<file path="src/rtl/ponte_motor.sv">
// ponte_motor: debounced two-request H-bridge controller with dead-time braking between drive phases.
// Defining PONTE_MOTOR_RUN_TIMEOUT_EN adds a run-length limit that trips a latched FAULT state.
module ponte_motor #(
  parameter int unsigned FILTER_LEN = 4,
  parameter int unsigned DEAD_TIME  = 8,
  parameter int unsigned MAX_RUN    = 1000
) (
  input  logic       clk,
  input  logic       rst,
  input  logic       antHorario,
  input  logic       horario,
  output logic       motor_ccw,
  output logic       motor_cw,
  output logic       brake,
  output logic       fault,
  output logic [2:0] o_dbg_state
);

  typedef enum logic [2:0] {
    S_IDLE  = 3'd0,
    S_CW    = 3'd1,
    S_CCW   = 3'd2,
    S_DEAD  = 3'd3,
    S_FAULT = 3'd4
  } state_t;

  localparam logic [3:0]  FILT_LAST = 4'(FILTER_LEN - 1);
  localparam logic [15:0] DEAD_LAST = 16'(DEAD_TIME);

  state_t      r_state;
  logic        r_filt_h;
  logic        r_filt_a;
  logic [3:0]  r_cnt_h;
  logic [3:0]  r_cnt_a;
  logic [15:0] r_dead_cnt;

  logic w_req_cw;
  logic w_req_ccw;
  logic w_req_none;
  logic w_run_done;

  // Each filter counts consecutive raw samples that disagree with its output;
  // any agreeing sample restarts the count.
  always_ff @(posedge clk) begin
    if (rst) begin
      r_filt_h <= 1'b0;
      r_filt_a <= 1'b0;
      r_cnt_h  <= '0;
      r_cnt_a  <= '0;
    end else begin
      if (horario == r_filt_h) begin
        r_cnt_h <= '0;
      end else if (r_cnt_h >= FILT_LAST) begin
        r_filt_h <= horario;
        r_cnt_h  <= '0;
      end else begin
        r_cnt_h <= r_cnt_h + 4'd1;
      end

      if (antHorario == r_filt_a) begin
        r_cnt_a <= '0;
      end else if (r_cnt_a >= FILT_LAST) begin
        r_filt_a <= antHorario;
        r_cnt_a  <= '0;
      end else begin
        r_cnt_a <= r_cnt_a + 4'd1;
      end
    end
  end

  assign w_req_cw   = r_filt_h & ~r_filt_a;
  assign w_req_ccw  = r_filt_a & ~r_filt_h;
  assign w_req_none = ~r_filt_h & ~r_filt_a;

  // The dead-time counter holds the 1-based index of the current DEAD cycle.
  always_ff @(posedge clk) begin
    if (rst) begin
      r_state    <= S_IDLE;
      r_dead_cnt <= '0;
    end else begin
      case (r_state)
        S_IDLE: begin
          if (w_req_cw)       r_state <= S_CW;
          else if (w_req_ccw) r_state <= S_CCW;
        end
        S_CW: begin
          if (w_run_done) begin
            r_state <= S_FAULT;
          end else if (!w_req_cw) begin
            r_state    <= S_DEAD;
            r_dead_cnt <= 16'd1;
          end
        end
        S_CCW: begin
          if (w_run_done) begin
            r_state <= S_FAULT;
          end else if (!w_req_ccw) begin
            r_state    <= S_DEAD;
            r_dead_cnt <= 16'd1;
          end
        end
        S_DEAD: begin
          if (r_dead_cnt >= DEAD_LAST)    r_state    <= S_IDLE;
          else if (r_dead_cnt != 16'hFFFF) r_dead_cnt <= r_dead_cnt + 16'd1;
        end
        S_FAULT: begin
          if (w_req_none) begin
            r_state    <= S_DEAD;
            r_dead_cnt <= 16'd1;
          end
        end
        default: r_state <= S_IDLE;
      endcase
    end
  end

`ifdef PONTE_MOTOR_RUN_TIMEOUT_EN
  localparam logic [15:0] RUN_LAST = 16'(MAX_RUN);

  logic [15:0] r_run_cnt;

  // Drive phases are only entered from IDLE, so holding 1 outside drive
  // makes the first drive cycle count as cycle 1.
  always_ff @(posedge clk) begin
    if (rst) begin
      r_run_cnt <= '0;
    end else if (r_state == S_CW || r_state == S_CCW) begin
      if (r_run_cnt != 16'hFFFF) r_run_cnt <= r_run_cnt + 16'd1;
    end else begin
      r_run_cnt <= 16'd1;
    end
  end

  assign w_run_done = (r_run_cnt >= RUN_LAST);
  assign fault      = (r_state == S_FAULT);
`else
  assign w_run_done = 1'b0;
  assign fault      = 1'b0;
`endif

  assign motor_cw    = (r_state == S_CW);
  assign motor_ccw   = (r_state == S_CCW);
  assign brake       = (r_state == S_DEAD) || (r_state == S_FAULT);
  assign o_dbg_state = r_state;

endmodule

</file>
<file path="config.mk">
export PLATFORM = sky130hd
export DESIGN_NAME = ponte_motor
export DESIGN_NICKNAME = d
export VERILOG_FILES = /design/src/rtl/ponte_motor.sv
export SDC_FILE = /design/constraint.sdc
export NUM_CORES = 1
export LEC_CHECK = 0
export CAP_MARGIN = 20
export CORE_MARGIN = 8
export CORE_UTILIZATION = 35
export DETAILED_ROUTE_END_ITERATION = 10
export GPL_TIMING_DRIVEN = 1
export PLACE_DENSITY = 0.52
export SLEW_MARGIN = 15
export SYNTH_ARGS = -nofsm -noshare
export SYNTH_HDL_FRONTEND = slang
export SYNTH_SLANG_ARGS = --single-unit
</file>
<file path="constraint.sdc">
create_clock -name clk -period 1.9 [get_ports clk]
set_input_delay 0.38 -clock clk [delete_from_list [all_inputs] [get_ports clk]]
set_output_delay 0.38 -clock clk [all_outputs]
set_load 0.1 [all_outputs]
</file>
==> summary.md <==
| Metric | Value |
|---|---|
| CTS buffer count | 3 |
| Critical path, cell by cell | inv_1, ha_1, a222oi_1, or3b_1, a31oi_1 |
| Full die area | ~5500 um^2 |
| Distinct cells, synth | 33 |
| Die H | 74.2 um |
| Setup violations, final | 0 |
| Largest family of logic cells by synthesized area | simple AND/OR/NAND/NOR gates |
| Post-CTS Resized | 0 |
| DR vias | about 900 |
| TNS Setup | 0 ns |
| DRC viols | 0 |
| DR WL/cell | approximately 12 um |
| Ys async rst share | 0% |
| IO Pins | 11 |
| 1st-iter DRT viols | 42 |
| First-pass GRT wire length | around 3800 um |
| NumNets Final | 150 |
| Row Count | 21 |
| Sw Pwr | ~0.91 mW |
| Core ar. | 3280 um^2 |
| Post-synth top cells | dfxtp_1 (28), ha_1 (10), and2_1 (9) |
| Critical path peak fanout | 4 |
| Dpl hpwl | 1600 um |
| IR drop worst, VDD | about 0.00055 V |
| Layout Utilization | 45.3% |
| Synthesized instance count | 120 |
| CTS H-tree depth | 1 |
| GRT Total Usage | 8.59% |
| Antenna Cells | 0 |
| Synth Area in Simple Gates | 21.6% |
| Xor and xnor fraction of the mapped netlist area | 1.48% |
| Initial Util | around 36% |
| Die Wd | 74.2 um |
| Number of global-route vias before repair | about 840 |
| WP data arrival | 1.96 ns |
| Crit path capture type | flop |
| Setup bufs post-CTS | 0 |
| Adder-cell share of the synthesized area | a little over a tenth |
| CTS Buffer Depth | 2 |
| Critical path data required time | 2.16 ns |
| Post-route ant nets | 0 |
| Max cap viols | 0 |
| Final Hold Viols | 0 |
| Sequential group share of total power | 34.4% |
| GRT overflow | 0 |
| Place WS | 0.157 ns |
| Placed Cells | about 180 |
| IO Port Bufs | 8 |
| Power Dens Cells | 1420 nW/um^2 |
| Combinational Power Share | 49.9% |
| CTS tree | yes |
| Root buf cell | clkbuf_4 |
| Initial antenna violation count | 0 |
| Fin Hold WS | between 0.4 and 0.5 ns |
| Worst path max stage delay | 0.41 ns |
| Slowest stage cell, crit path | dfxtp_1 |
| RD Place Congestion | 0.782 |
| Layout fillers | 310 |
| Layout cells sized above 1 | 16.3% |
| Worst min-delay path class | flop to flop |
| Total chip power | roughly 2.1 mW |
| Hold buffer count at CTS | 0 |
| Sw Ratio | 42.8% |
| Clk sinks | 28 |
| Final Instance Count excl. Fillers | 181 |
| Flops & latches, synth | 28 |
| Final critical-path required period | 1.70 ns |
| Clk Latency, worst-skew pair | approximately 0.32 ns |
| Final WL | 2130 um |
| Post-synth EDFFs | 0 |
| Post-place instance area | between 1000 and 1500 um^2 |
| Count leader, synth | dfxtp_1 |
| Cell taking the most area after synthesis | dfxtp_1 |
| Compound-Gate Fraction of Synth Area | 12.7% |
| Ys flop type | dfxtp_1 |
| Setup slack after layout | 0.200 ns |
| Sequential area share after synthesis | between 40% and 50% |
| Area grow syn2layout | 25.5% |
| Final setup skew | 0.0104 ns |
| Finished Cell Area | 1490 um^2 |
| Area contributors post-synth | dfxtp_1 (47%), ha_1 (11%), and2_1 (4.7%) |
| Post-DR vias/cell | around 4.9 |
| Syn_area_per_cell | 9.88 um^2 |
| Clock Power Share | between 10% and 20% |
| Post-synthesis mux area share | 1.69% |
| Fmax | 0.588 GHz |
| CP startpoint kind | flop |
| Crit Path Class | flop to flop |
| Syn Std Cell Area | roughly 1200 um^2 |
| Status | completed |
| Largest net degree at the start of global routing | 17 |
| Leakage power | between 0.5 and 0.6 nW |
| Unrepaired setup endpoints after global routing | false |
| Yosys warnings | 0 |
| Top cell type's share of synthesized area | a little under half |
| Cell internal pwr | 1.21 mW |
| First-pass DRT Iterations | 4 |
| CTS clk-pin slew, worst paths | 0.15 ns |
| Period utilization | around nine tenths |
| Slew Limit Fails | 0 |
-- power by group through the flow --
stage          Combinational (mW)  Sequential [mW]  Clock [mW]
6_report                     1.06            0.730       0.332
5_1_grt                      1.13            0.741       0.380
4_1_cts                      1.06            0.732       0.349
3_5_place_dp                 1.06            0.743           0
3_3_place_gp                 1.05            0.742           0
2_1_floorplan               0.611            0.871           0
-- cell usage in the layout, fill, tap and decap left out, types with 2 or more instances in the layout --
master / instances
nand2b_1: 2
buf_12: 5
conb_1: 6
a21oi_1: 7
and2_1: 9
nor2b_1: 2
ha_4: 3
nand4_1: 5
nor4_1: 4
ha_1: 6
nor4b_1: 2
clkbuf_4: 3
xnor2_1: 2
mux2i_1: 2
nand3_1: 5
a31oi_1: 2
buf_4: 3
clkdlybuf4s50_1: 3
o21a_1: 5
or3_1: 2
nor3_1: 2
nor2_1: 6
dfxtp_4: 2
inv_1: 5
dfxtp_1: 26
-- kinds of logic after synthesis --
kind of cell,after synthesis
other cells,1
buf+inv,12
flops,28
mux,2
xor+xnor,2
fa+ha+maj,10
simple gates,44
compound gates,21
-- critical path: cells and delay by family (launching register included) --
| family | cells | cell delay [ns] |
|---|---|---|
| buffers and inverters | 1 | 0.06 |
| AOI/OAI and AO/OA | 2 | 0.51 |
| and+or+nand+nor | 1 | 0.38 |
| adders and majority gates | 1 | 0.29 |
| DFF | 1 | 0.41 |
-- flip-flops by register name (all words and copies together) (netlist names) --
signal,flops
r_filt_h,1
r_dead_cnt,16
r_cnt_h,4
r_cnt_a,4
o_dbg_state,2
r_filt_a,1
-- per-layer routing --
metal	GRT usage (%)	vias to the layer above	part of all wire, %
met4	2.61	0	0.75
met2	14.0	11	46
met3	2.16	2	4.3
met5	0	-	0
li1	-	452	-
met1	10.9	416	48
-- worst paths after layout --
path | from | end | slack [ns] | cells past startpoint
hold / removal | r_cnt_a[0]$_SDFF_PP0_ | r_cnt_a[0]$_SDFF_PP0_ | 0.44 | 1
hold reg to reg | r_cnt_a[0]$_SDFF_PP0_ | r_cnt_a[0]$_SDFF_PP0_ | 0.44 | 1
setup reg to reg | r_filt_h$_SDFFE_PP0P_ | o_dbg_state[1]$_SDFFE_PP0P_ | 0.20 | 5
setup / recovery | r_filt_h$_SDFFE_PP0P_ | o_dbg_state[1]$_SDFFE_PP0P_ | 0.20 | 5
-- layout make-up --
cell class                 count  area [um^2]  area share [%]
multi-input combinational     85          634            42.6
sequential                    28          568            38.2
timing repair buffer          11          153            10.3
tap                           46         57.6            3.87
clock buffer                   4         47.5            3.19
inverter                       7         28.8            1.93
(Power assumes the default switching activity.)
